===== src/rtl/wdt_pkg.sv =====
// rtl/wdt_pkg.sv - shared state encoding and register map for the watchdog timer
package wdt_pkg;

    typedef enum logic [1:0] {
        WDT_IDLE    = 2'd0,
        WDT_COUNT   = 2'd1,
        WDT_EXPIRED = 2'd2
    } wdt_state_e;

    localparam logic [1:0] WDT_WDEN    = 2'd0;
    localparam logic [1:0] WDT_WDLIVE  = 2'd1;
    localparam logic [1:0] WDT_WTOCNT  = 2'd2;
    localparam logic [1:0] WDT_WTOSTAT = 2'd3;

endpackage


===== src/rtl/wdt_prescaler.sv =====
// rtl/wdt_prescaler.sv - divides clk into watchdog ticks, one every PRESCALE cycles while running
module wdt_prescaler #(
    parameter int PRESCALE = 1
) (
    input  logic clk,
    input  logic rst,
    input  logic run,
    input  logic clear,
    output logic tick
);

    localparam int PW = (PRESCALE > 1) ? $clog2(PRESCALE) : 1;
    localparam logic [PW-1:0] LAST = PW'(PRESCALE - 1);

    logic [PW-1:0] pre_q, pre_d;

    assign tick = run && (pre_q == LAST);

    // clear restarts the tick phase so a kick always grants a full period
    always_comb begin
        pre_d = pre_q;
        if (clear || tick) begin
            pre_d = '0;
        end else if (run) begin
            pre_d = pre_q + PW'(1);
        end
    end

    always_ff @(posedge clk or negedge rst) begin
        if (!rst) begin
            pre_q <= '0;
        end else begin
            pre_q <= pre_d;
        end
    end

endmodule


===== src/rtl/wdt_timer.sv =====
// rtl/wdt_timer.sv - watchdog timer with register window, drives the CSR timeout level
module wdt_timer
    import wdt_pkg::*;
#(
    parameter int CNT_W    = 32,
    parameter int PRESCALE = 1
) (
    input  logic        clk,
    input  logic        rst,
    input  logic        reg_we,
    input  logic [1:0]  reg_addr,
    input  logic [31:0] reg_wdata,
    output logic [31:0] reg_rdata,
    output logic        timeout,
    output logic        wdt_active
);

    wdt_state_e       state_q, state_d;
    logic [CNT_W-1:0] cnt_q, cnt_d;
    logic [CNT_W-1:0] wtocnt_q, wtocnt_d;
    logic             timeout_q, timeout_d;
    logic             pre_clear;
    logic             tick;
    logic             wden_wr;
    logic             kick;

    assign wden_wr = reg_we && (reg_addr == WDT_WDEN);
    assign kick    = reg_we && (reg_addr == WDT_WDLIVE) && reg_wdata[0];

    wdt_prescaler #(
        .PRESCALE(PRESCALE)
    ) u_prescaler (
        .clk  (clk),
        .rst  (rst),
        .run  (state_q == WDT_COUNT),
        .clear(pre_clear),
        .tick (tick)
    );

    always_comb begin
        state_d   = state_q;
        cnt_d     = cnt_q;
        timeout_d = timeout_q;
        wtocnt_d  = wtocnt_q;
        pre_clear = 1'b0;

        if (reg_we && (reg_addr == WDT_WTOCNT)) begin
            wtocnt_d = reg_wdata[CNT_W-1:0];
        end

        // disable overrides kick and expiry in the same cycle
        if (wden_wr && !reg_wdata[0]) begin
            state_d   = WDT_IDLE;
            cnt_d     = '0;
            timeout_d = 1'b0;
            pre_clear = 1'b1;
        end else begin
            case (state_q)
                WDT_IDLE: begin
                    if (wden_wr) begin
                        state_d   = WDT_COUNT;
                        cnt_d     = '0;
                        pre_clear = 1'b1;
                    end
                end
                WDT_COUNT: begin
                    if (kick) begin
                        cnt_d     = '0;
                        pre_clear = 1'b1;
                    end else if (tick) begin
                        if (cnt_q == wtocnt_q) begin
                            state_d   = WDT_EXPIRED;
                            timeout_d = 1'b1;
                        end else begin
                            cnt_d = cnt_q + CNT_W'(1);
                        end
                    end
                end
                WDT_EXPIRED: begin
                    if (kick) begin
                        state_d   = WDT_COUNT;
                        cnt_d     = '0;
                        timeout_d = 1'b0;
                        pre_clear = 1'b1;
                    end
                end
                default: begin
                    state_d   = WDT_IDLE;
                    cnt_d     = '0;
                    timeout_d = 1'b0;
                end
            endcase
        end
    end

    always_ff @(posedge clk or negedge rst) begin
        if (!rst) begin
            state_q   <= WDT_IDLE;
            cnt_q     <= '0;
            wtocnt_q  <= '1;
            timeout_q <= 1'b0;
        end else begin
            state_q   <= state_d;
            cnt_q     <= cnt_d;
            wtocnt_q  <= wtocnt_d;
            timeout_q <= timeout_d;
        end
    end

    always_comb begin
        reg_rdata = '0;
        case (reg_addr)
            WDT_WDEN:    reg_rdata = {31'b0, state_q != WDT_IDLE};
            WDT_WDLIVE:  reg_rdata = '0;
            WDT_WTOCNT:  reg_rdata = 32'(wtocnt_q);
            WDT_WTOSTAT: reg_rdata = {timeout_q, state_q, 29'(cnt_q)};
            default:     reg_rdata = '0;
        endcase
    end

    assign timeout    = timeout_q;
    assign wdt_active = (state_q == WDT_COUNT) || (state_q == WDT_EXPIRED);

endmodule


===== config.mk =====
export PLATFORM = sky130hd
export DESIGN_NAME = wdt_timer
export DESIGN_NICKNAME = d
export VERILOG_FILES = /design/src/rtl/wdt_pkg.sv /design/src/rtl/wdt_prescaler.sv /design/src/rtl/wdt_timer.sv
export SDC_FILE = /design/constraint.sdc
export NUM_CORES = 1
export LEC_CHECK = 0
export ABC_AREA = 1
export CAP_MARGIN = 20
export CORE_ASPECT_RATIO = 1.1
export CORE_UTILIZATION = 40
export CTS_CLUSTER_DIAMETER = 60
export DETAILED_ROUTE_END_ITERATION = 8
export DONT_BUFFER_PORTS = 1
export GPL_ROUTABILITY_DRIVEN = 0
export HOLD_SLACK_MARGIN = 0.08
export SLEW_MARGIN = 40
export SYNTH_ARGS = -nofsm -noshare
export SYNTH_HDL_FRONTEND = slang
export SYNTH_SLANG_ARGS = --single-unit

===== constraint.sdc =====
create_clock -name clk -period 5.3 [get_ports clk]
set_clock_uncertainty 0.15 [all_clocks]
set_input_delay 0.53 -clock clk [delete_from_list [all_inputs] [get_ports clk]]
set_output_delay 0.53 -clock clk [all_outputs]
set_load 0.01 [all_outputs]

==> flow_summary_export.csv, run 1 <==
group,metric,value,unit
synth,synthTopCellsByCount,"154 x nand2_1, 52 x inv_1, 38 x nor2_1, 36 x dfrtp_1, 32 x dfstp_2",
worst_setup_path,worst_path_max_delay_cell,"nor2_4",
clocking,tritoncts,"yes",
pwr,clock_network_fraction_of_design_power,0.329,
pwr,cellPowerDensity,344,nW/um2
final_layout,layout.cell_area.non_filler,4940,um2
timing,max_clock_freq,0.390,GHz
worst_setup_path,worstPathBufferInverterCount,2,
timing,slew_headroom,0.519,
final_layout,fillerInstances,1101,
place,detailed_place.area,4620,um2
synth,ys_top_cells_by_area,"dfrtp_1 20%, dfstp_2 18%, nand2_1 13%",
clocking,ctsLongestPathBuffers,2,
synth,yosysMostFrequentCell,"nand2_1",
worst_setup_path,path_cells,"inv_2 -> nor2_4 -> inv_1 -> o21ai_0",
pwr,sequentialPowerShare,0.402,
timing,rsz0062_at_grt,"false",
worst_setup_path,end_kind,"output pin",
synth,ys_seq_area_frac,0.383,
floorplanning,num_rows,40,
worst_setup_path,cell_type_group_with_the_largest_total_delay_on_the_critical_path,"simple AND/OR/NAND/NOR gates",
clocking,cts-root-buf,"clkbuf_16",
drt,vias_per_cell,5.13,
synth,asyncSetResetFlopFracSynth,1.00,
drt,routed_wirelength,11.2,mm
min_path,timing.hold.worst.class,"in2reg",
synth,synthesis.area_per_instance,8.22,um2
place,place.detailed.instances,683,
synth,syn-cell-area,4550,um2
synth,post-synth-top-area-fraction,0.198,
clocking,cts_sinks,68,
synth,synthesis.instances,553,
global_route,grt_max_degree,69,
timing,final_max_slew_viol_count,0,
final_layout,antenna-diode-count,0,
final_layout,area_delta_synth_final,8.62,%
drt,drt-initial-drc-count,159,
pwr,combinational_power_share,0.269,
floorplanning,io_pins,71,
final_layout,final_layout_size_suffix_gt1_frac,0.233,
synth,synth-edff-count,0,
clocking,clk_pin_slew_worst_paths,0.05,ns
timing,finalSetupTns,0,ns
timing,timing.final.crit_share,0.484,
place,detailed_place_hpwl,8.12,mm
synth,synthesis.yosys.warnings,0,
pwr,power_report.internal_total,1110,uW
drt,route.vias.total,3594,
status,run_status,"completed",
pwr,static-leakage-power,0.00190,uW
pwr,power.switching_fraction,0.345,
final_layout,multi_input_area,2470,um2
global_route,via_count_of_the_first_global_routing_pass,3651,
synth,synthFlopType,"dfrtp_1",
place,placement.io_buffers,0,
final_layout,finish.cell_count_without_fillers,701,
pwr,power.switching,585,uW
timing,finalWorstPathRequiredPeriod,2.57,ns
timing,hold_viol_final,0,
worst_setup_path,timing_worst_setup_path_type,"in2out",
global_route,grt_antenna_before_repair,0,
final_layout,ff_latch_area,1740,um2
drt,count_of_antenna_violating_nets_left_after_detailed_routing,0,
clocking,cts_made_buffers,9,
timing,setup_viol_count_final,0,
synth,synth.distinct_cells,38,
worst_setup_path,worst_path_largest_cell_delay,0.56,ns
clocking,insertion_delay,0.33,ns
drt,drt_pre_antenna_iters,4,
final_layout,layout_nets,591,
floorplanning,dieWidth,104,um
worst_setup_path,worst_ep_required_time,4.62,ns
global_route,track_usage,0.198,
synth,yosys.area.top_type,"dfrtp_1",
worst_setup_path,worst_setup_path_start_kind,"primary input",
worst_setup_path,cp_max_fo,28,
drt,post-route-drc-count,0,
timing,max_slew.worst_pin.slew,0.720,ns
synth,syn_nets,595,
job,drv_cap,0,
pwr,irDropWorstVdd,0.227,mV
clocking,htree_levels,3,
global_route,globalRouteOverflowTotal,0,
floorplanning,core,11000,um2
floorplanning,design.die.area,11800,um2
drt,post_drt_wl_per_cell,16.0,um
floorplanning,die-height,114,um
floorplanning,floorplan.initialDensity,0.413,
global_route,global_route_wire_length_before_repair,18.3,mm
worst_setup_path,data_arrival_at_the_endpoint_of_the_critical_path,1.89,ns
clocking,cts.repair.resized,0,
synth,ys_ff_latch,68,
[cell type report]
class                           count  area share
Clock buffer                       14      0.0535
Clock inverter                      2     0.00203
Inverter                           59      0.0451
Multi-Input combinational cell    408       0.500
Sequential cell                    68       0.353
Tap cell                          147      0.0373
Timing Repair Buffer                3     0.00912
[power by group through the flow]
stage | logic [uW] | registers, uW | clock network, uW
5_1_grt | 508 | 691 | 591
6_report | 456 | 682 | 558
2_1_floorplan | 403 | 670 | 0
3_3_place_gp | 443 | 689 | 0
4_1_cts | 463 | 683 | 568
3_5_place_dp | 449 | 690 | 0
[stage by stage]
step,hold WS [ns],utilization,power (uW),setup WS (ns)
floorplan,0.0844,-,1070,3.31
global placement,0.0876,0.420,1130,2.54
detailed placement,0.0879,0.420,1140,2.47
CTS,0.174,0.448,1710,2.75
global route,0.190,0.448,1790,2.58
finish,0.180,0.448,1700,2.73
[what timing repair did]
item                                    4_1_cts  5_1_grt
hold buffers                                  2        0
endpoints found under the setup margin        0        0
endpoints found under the hold margin        68        0
buffers inserted                              0        0
[routing by layer]
layer	vias up	global-route usage	routed length (um)
li1	1767	-	-
met1	1731	0.258	5150
met2	82	0.329	5300
met3	14	0.0423	580
met4	0	0.0599	155
met5	-	0	0
[path summary, 6_finish.rpt]
path	start	to	slack, ns	cells past startpoint
setup / recovery	reg_addr[1]	reg_rdata[31]	2.73	4
hold / removal	reg_wdata[26]	wtocnt_q[26]	0.18	2
setup reg to reg	state_q[1]	cnt_q[0]	3.08	9
hold reg to reg	wtocnt_q[0]	wtocnt_q[0]	0.35	2
max in group asynchronous	rst	wtocnt_q[29]	4.03	2
min in group asynchronous	rst	cnt_q[7]	0.62	2
[state kept, by name, summed over array words and instances (netlist names)]
signal	flops
cnt_q	32
state_q	2
timeout	1
u_prescaler.pre_q	1
wtocnt_q	32
[worst register-to-register path, cell delays in order (launching register included)]
cell,delay [ns]
dfrtp_1,0.38
inv_1,0.10
ha_1,0.27
nand2_4,0.12
inv_2,0.06
nand2_4,0.07
nand3_4,0.07
o21ai_4,0.09
nand3_4,0.48
o21ai_0,0.33
[cells by family after synthesis]
| logic type | count (synthesis) | share of synthesized area |
|---|---|---|
| and+or+nand+nor | 250 | 0.252 |
| buffers and inverters | 77 | 0.0746 |
| AOI/OAI and AO/OA | 76 | 0.115 |
| DFF | 68 | 0.383 |
| xor gates and xnor gates | 52 | 0.100 |
| muxes | 25 | 0.0619 |
| adders and majority gates | 5 | 0.0138 |
[placed cells by master (no fill, tap or decap), drive strengths merged]
cell and count:
a21oi 8, xnor2 27, dfstp 32, o22ai 5
mux2 25, nand4 12, buf 2, nand3b 2
nor2 43, o2111a 1, nand2 159, o21ai 60
dlygate4sd3 1, nand3 18, ha 5, dfrtp 36
inv 58, xor2 25, o211ai 2, nor3 15
clkinv 3, clkbuf 14, and2 1
No activity file was read; power rests on OpenSTA's default activity.
==> inputs of run 2 (changes only) <==
==> constraint.sdc (replaced) <==
create_clock -name clk -period 2.2 [get_ports clk]
set_clock_uncertainty 0.15 [all_clocks]
set_input_delay 0.22 -clock clk [delete_from_list [all_inputs] [get_ports clk]]
set_output_delay 0.22 -clock clk [all_outputs]
set_load 0.01 [all_outputs]
==> flow_summary_export.csv, run 2 (synthesized netlist as in run 1, its figures left out) <==
group,metric,value,unit
drt,drt-initial-drc-count,155,
global_route,global_route_wire_length_before_repair,19.8,mm
floorplanning,dieWidth,104,um
global_route,grt_max_degree,69,
final_layout,highest_count_cells_in_the_layout_ignoring_fill_and_taps,"154 x nand2_1, 52 x inv_1, 38 x nor2_1, 36 x dfrtp_1, 34 x dlygate4sd3_1",
timing,max_slew.worst_pin.slew,0.591,ns
worst_setup_path,worst_setup_path_startpoint,"wtocnt_q[14]",
min_path,hold_path.startpoint,"reg_we",
final_layout,finish.cell_count_without_fillers,747,
timing,rsz0062_at_grt,"false",
global_route,globalRouteOverflowTotal,0,
global_route,track_usage,0.215,
timing,final_max_slew_viol_count,0,
final_layout,fillerInstances,1060,
drt,post-route-drc-count,0,
status,run_status,"completed",
worst_setup_path,worst_setup_path_start_kind,"flop",
timing,setup_viol_count_final,0,
min_path,timing.hold.worst.class,"in2reg",
worst_setup_path,worst_path_largest_cell_delay,0.55,ns
clocking,htree_levels,3,
global_route,via_count_of_the_first_global_routing_pass,3880,
worst_setup_path,rr_startpoint,"wtocnt_q[14]",
global_route,grt_antenna_before_repair,0,
floorplanning,die-height,114,um
clocking,cts_sinks,68,
drt,routed_wirelength,11.9,mm
clocking,clk_pin_slew_worst_paths,0.05,ns
clocking,ctsLongestPathBuffers,2,
timing,finalWorstPathRequiredPeriod,2.01,ns
floorplanning,design.die.area,11800,um2
final_layout,antenna-diode-count,0,
drt,post_drt_wl_per_cell,16.0,um
clocking,insertion_delay,0.33,ns
floorplanning,io_pins,71,
worst_setup_path,end_kind,"flop",
final_layout,leading_cell_type_in_the_layout_fill_and_taps_excluded,"nand2_1",
job,drv_cap,0,
worst_setup_path,worst_path_max_delay_cell,"dfstp_2",
worst_setup_path,path_cells,"xnor2_1 -> nand2_1 -> nor2_1 -> nand2_1 -> nor2_1 -> nand3_1 -> nand2_8 -> nand2_1 -> o21ai_1",
clocking,cts-root-buf,"clkbuf_16",
floorplanning,num_rows,40,
worst_setup_path,cp_max_fo,33,
place,detailed_place_hpwl,8.87,mm
pwr,cellPowerDensity,807,nW/um2
timing,slew_headroom,0.602,
place,placement.io_buffers,0,
floorplanning,floorplan.initialDensity,0.413,
timing,max_clock_freq,0.497,GHz
timing,finalSetupTns,0,ns
final_layout,multi_input_area,2470,um2
final_layout,area_delta_synth_final,19.2,%
drt,route.vias.total,3743,
pwr,irDropWorstVdd,0.498,mV
worst_setup_path,timing_worst_setup_path_type,"reg2reg",
drt,drt_pre_antenna_iters,4,
drt,count_of_antenna_violating_nets_left_after_detailed_routing,0,
clocking,cts_made_buffers,9,
final_layout,largestRegisters,"cnt_q x32, wtocnt_q x32, state_q x2",
floorplanning,core,11000,um2
final_layout,layout_nets,637,
worst_setup_path,data_arrival_at_the_endpoint_of_the_critical_path,2.11,ns
clocking,tritoncts,"yes",
timing,timing.final.crit_share,0.915,
final_layout,final_layout_size_suffix_gt1_frac,0.233,
clocking,cts.repair_timing.setup_buffer_count,0,
timing,hold_viol_final,0,
worst_setup_path,worst_ep_required_time,2.30,ns
place,place.detailed.instances,696,
final_layout,ff_latch_area,1740,um2
worst_setup_path,library_cell_appearing_most_often_on_the_critical_path,"nand2_1",
drt,vias_per_cell,5.01,
pwr,static-leakage-power,0.00213,uW
-- run 2: cell types whose count changed in the layout (fill, tap and decap cells not counted) --
cell	before	now
clkinv_2	3	2
buf_4	1	12
nand2_8	0	1
bufinv_16	0	1
nand2_1	152	154
dlygate4sd3_1	1	34
nand2_2	4	2
buf_12	0	2
nand2_4	3	2
-- run 2: repair_timing --
action                                  4_1_cts  5_1_grt
hold buffers                                 35        0
hold endpoints to repair                    101        0
resized for setup                             0        1
endpoints found under the setup margin        0        9
-- run 2: final timing paths --
| path | to | slack [ns] | cells past startpoint |
|---|---|---|---|
| max | cnt_q[4] | 0.19 | 9 |
| max reg2reg | cnt_q[4] | 0.19 | 9 |
| max in group asynchronous | wtocnt_q[28] | 1.28 | 2 |
| min reg2reg | wtocnt_q[27] | 0.37 | 2 |
| min | u_prescaler.pre_q | 0.10 | 3 |
| min in group asynchronous | cnt_q[2] | 0.26 | 2 |
-- run 2: where the power goes --
| part | switching (uW) | internal, uW |
|---|---|---|
| Sequential | 160 | 1480 |
| Clock | 528 | 939 |
| Combinational | 773 | 489 |
| Total | 1460 | 2910 |
-- run 2: critical path, delay by kind of cell (launching register included) --
family,cells,cell delay [ns]
AND/OR/NAND/NOR,7,1.02
flip-flops,1,0.55
XOR/XNOR,1,0.12
AO/OA/AOI/OAI,1,0.10
-- run 2: final cells by class --
type / count / share of cell area
repair buffers: 49 / 0.0919
multi-input cells: 408 / 0.456
inverters: 59 / 0.0411
clock inverters: 2 / 0.00647
clock buffers: 14 / 0.0487
flip-flops and latches: 68 / 0.321
well taps: 147 / 0.0339
-- run 2: routing by layer --
layer / track usage / share of wire
met5: 0 / 0
met4: 0.0657 / 0.010
met3: 0.0394 / 0.043
met2: 0.366 / 0.49
met1: 0.279 / 0.46
-- run 2: stage by stage --
step	utilization	instance area (um2)	setup WS, ns	total power [uW]	hold slack [ns]
after floorplan	-	4550	0.486	2590	-0.226
after global placement	0.431	4740	0.198	2800	-0.223
after detailed placement	0.431	4740	0.138	2830	-0.223
after CTS	0.491	5410	0.144	4390	0.102
after global routing	0.492	5420	0.0117	4600	0.129
final	0.492	5420	0.187	4370	0.100
==> inputs of run 3 (changes only) <==
--- a/config.mk
+++ b/config.mk
@@ -6,7 +6,7 @@
 export NUM_CORES = 1
 export LEC_CHECK = 0
 export ABC_AREA = 1
-export CAP_MARGIN = 20
+export CAP_MARGIN = 5
 export CORE_ASPECT_RATIO = 1.1
 export CORE_UTILIZATION = 40
 export CTS_CLUSTER_DIAMETER = 60
@@ -14,7 +14,7 @@
 export DONT_BUFFER_PORTS = 1
 export GPL_ROUTABILITY_DRIVEN = 0
 export HOLD_SLACK_MARGIN = 0.08
-export SLEW_MARGIN = 40
+export SLEW_MARGIN = 15
 export SYNTH_ARGS = -nofsm -noshare
 export SYNTH_HDL_FRONTEND = slang
 export SYNTH_SLANG_ARGS = --single-unit
==> constraint.sdc (replaced) <==
create_clock -name clk -period 2.6 [get_ports clk]
set_clock_uncertainty 0.15 [all_clocks]
set_input_delay 0.26 -clock clk [delete_from_list [all_inputs] [get_ports clk]]
set_output_delay 0.26 -clock clk [all_outputs]
set_load 0.01 [all_outputs]
==> flow_summary_export.csv, run 3 (synthesized netlist as in run 1, its figures left out) <==
group,metric,value,unit
status,run_status,"completed",
clocking,clk_pin_slew_worst_paths,0.06,ns
pwr,clock_network_fraction_of_design_power,0.356,
drt,count_of_antenna_violating_nets_left_after_detailed_routing,0,
clocking,tritoncts,"yes",
timing,max_clock_freq,0.471,GHz
pwr,power_report.internal_total,2470,uW
timing,finalWorstPathRequiredPeriod,2.13,ns
worst_setup_path,worst_path_largest_cell_delay,0.43,ns
clocking,cts.repair.resized,0,
global_route,via_count_of_the_first_global_routing_pass,3917,
pwr,cellPowerDensity,700,nW/um2
final_layout,multi_input_area,2460,um2
global_route,grt_max_degree,69,
global_route,grt.busiest_layer,"met2",
drt,routed_wirelength,11.9,mm
worst_setup_path,cp_max_fo,19,
drt,drt-initial-drc-count,188,
global_route,globalRouteOverflowTotal,0,
global_route,gr-usage-met2,0.355,
global_route,global_route_wire_length_before_repair,20.0,mm
final_layout,final_layout_size_suffix_gt1_frac,0.227,
final_layout,layout.core_utilization,0.486,
global_route,grtUsageMet3,0.0491,
worst_setup_path,end_kind,"flop",
global_route,global_route.usage.met1,0.278,
clocking,htree_levels,3,
final_layout,ff_latch_area,1740,um2
drt,route.vias.total,3761,
final_layout,layout_nets,628,
final_layout,leading_cell_type_in_the_layout_fill_and_taps_excluded,"nand2_1",
final_layout,area_delta_synth_final,17.6,%
final_layout,fillerInstances,1084,
floorplanning,core,11000,um2
floorplanning,num_rows,40,
timing,max_slew.worst_pin.slew,0.530,ns
clocking,cts_made_buffers,9,
worst_setup_path,timing.reg2reg.setup_slack,0.47,ns
pwr,sequentialPowerShare,0.373,
timing,final_worst_setup_slack,0.475,ns
final_layout,highest_count_cells_in_the_layout_ignoring_fill_and_taps,"154 x nand2_1, 52 x inv_1, 38 x nor2_1, 36 x dfrtp_1, 33 x dlygate4sd3_1",
place,placement.setup.worst_slack,0.477,ns
global_route,grt_antenna_before_repair,0,
pwr,combinational_power_share,0.271,
timing,slew_headroom,0.643,
pwr,static-leakage-power,0.00208,uW
worst_setup_path,library_cell_appearing_most_often_on_the_critical_path,"nand2_1",
min_path,timing.hold.worst.class,"in2reg",
worst_setup_path,worst_path_max_delay_cell,"dfrtp_1",
timing,setup_viol_count_final,0,
worst_setup_path,path_cells,"inv_1 -> nand2_1 -> nand2_1 -> nand2_1 -> nor2_1 -> nand2_1 -> nor2_1 -> nand2_1 -> nand3_4 -> buf_12 -> o21ai_2",
timing,finalSetupTns,0,ns
drt,vias_per_cell,5.10,
final_layout,antenna-diode-count,0,
clocking,insertion_delay,0.34,ns
pwr,power.switching_fraction,0.340,
timing,timing.final.crit_share,0.817,
floorplanning,io_pins,71,
place,placement.io_buffers,0,
clocking,ctsLongestPathBuffers,2,
final_layout,largestRegisters,"cnt_q x32, wtocnt_q x32, state_q x2",
worst_setup_path,timing_worst_setup_path_type,"reg2reg",
timing,rsz0062_at_grt,"false",
job,drv_cap,0,
timing,final_max_slew_viol_count,0,
floorplanning,floorplan.initialDensity,0.413,
floorplanning,die-height,114,um
global_route,track_usage,0.216,
clocking,cts_sinks,68,
place,detailed_place_hpwl,8.74,mm
clocking,cts-root-buf,"clkbuf_16",
floorplanning,dieWidth,104,um
worst_setup_path,data_arrival_at_the_endpoint_of_the_critical_path,2.20,ns
drt,drt_pre_antenna_iters,4,
pwr,power.switching,1270,uW
pwr,irDropWorstVdd,0.379,mV
timing,hold_viol_final,0,
floorplanning,design.die.area,11800,um2
drt,post-route-drc-count,0,
worst_setup_path,worst_setup_path_start_kind,"flop",
drt,post_drt_wl_per_cell,16.2,um
worst_setup_path,worst_ep_required_time,2.67,ns
run 3: per-layer routing:
layer / vias up / part of all wire / wire length (um)
met4: 0 / 0.022 / 257
met1: 1781 / 0.44 / 5270
met2: 117 / 0.47 / 5590
met3: 22 / 0.068 / 813
li1: 1841 / - / -
met5: - / 0 / 0
run 3: power groups by stage:
stage               logic [uW]  registers, uW  clock network, uW
finish                    1010           1400               1330
global route              1120           1410               1400
CTS                       1020           1390               1350
detailed placement         956           1410                  0
global placement           940           1400                  0
floorplan                  822           1370                  0
run 3: cell type report:
type / count / share of cell area
inverters: 59 / 0.0417
flip-flops and latches: 68 / 0.326
multi-input cells: 408 / 0.461
clock inverters: 6 / 0.0166
well taps: 147 / 0.0344
repair buffers: 40 / 0.0777
clock buffers: 10 / 0.0428
run 3: path summary, 6_finish.rpt:
check,to,start,depth (start not counted)
min in group asynchronous,cnt_q[5],rst,2
hold reg to reg,wtocnt_q[26],wtocnt_q[26],2
setup reg to reg,cnt_q[26],cnt_q[29],11
max in group asynchronous,wtocnt_q[30],rst,2
hold / removal,u_prescaler.pre_q,reg_we,3
setup / recovery,cnt_q[26],cnt_q[29],11
run 3: through the flow:
step	total power [uW]	hold slack, ns	std cells	instance area [um2]
floorplan	2190	-0.186	553	4550
global placement	2340	-0.184	688	4670
CTS	3760	0.101	738	5350
detailed placement	2370	-0.183	688	4670
finish	3740	0.0928	738	5350
global route	3940	0.143	738	5350
run 3: timing repair:
| action | CTS | global route |
|---|---|---|
| endpoints found under the setup margin | 0 | 0 |
| hold buffers | 34 | 0 |
| hold endpoints to repair | 100 | 0 |
| buffers inserted | 0 | 0 |
run 3: critical path: cells and delay by family (launching register included):
family | cells | cell delay (ns)
simple gates | 8 | 1.02
compound gates | 1 | 0.06
buf+inv | 2 | 0.34
flops | 1 | 0.43
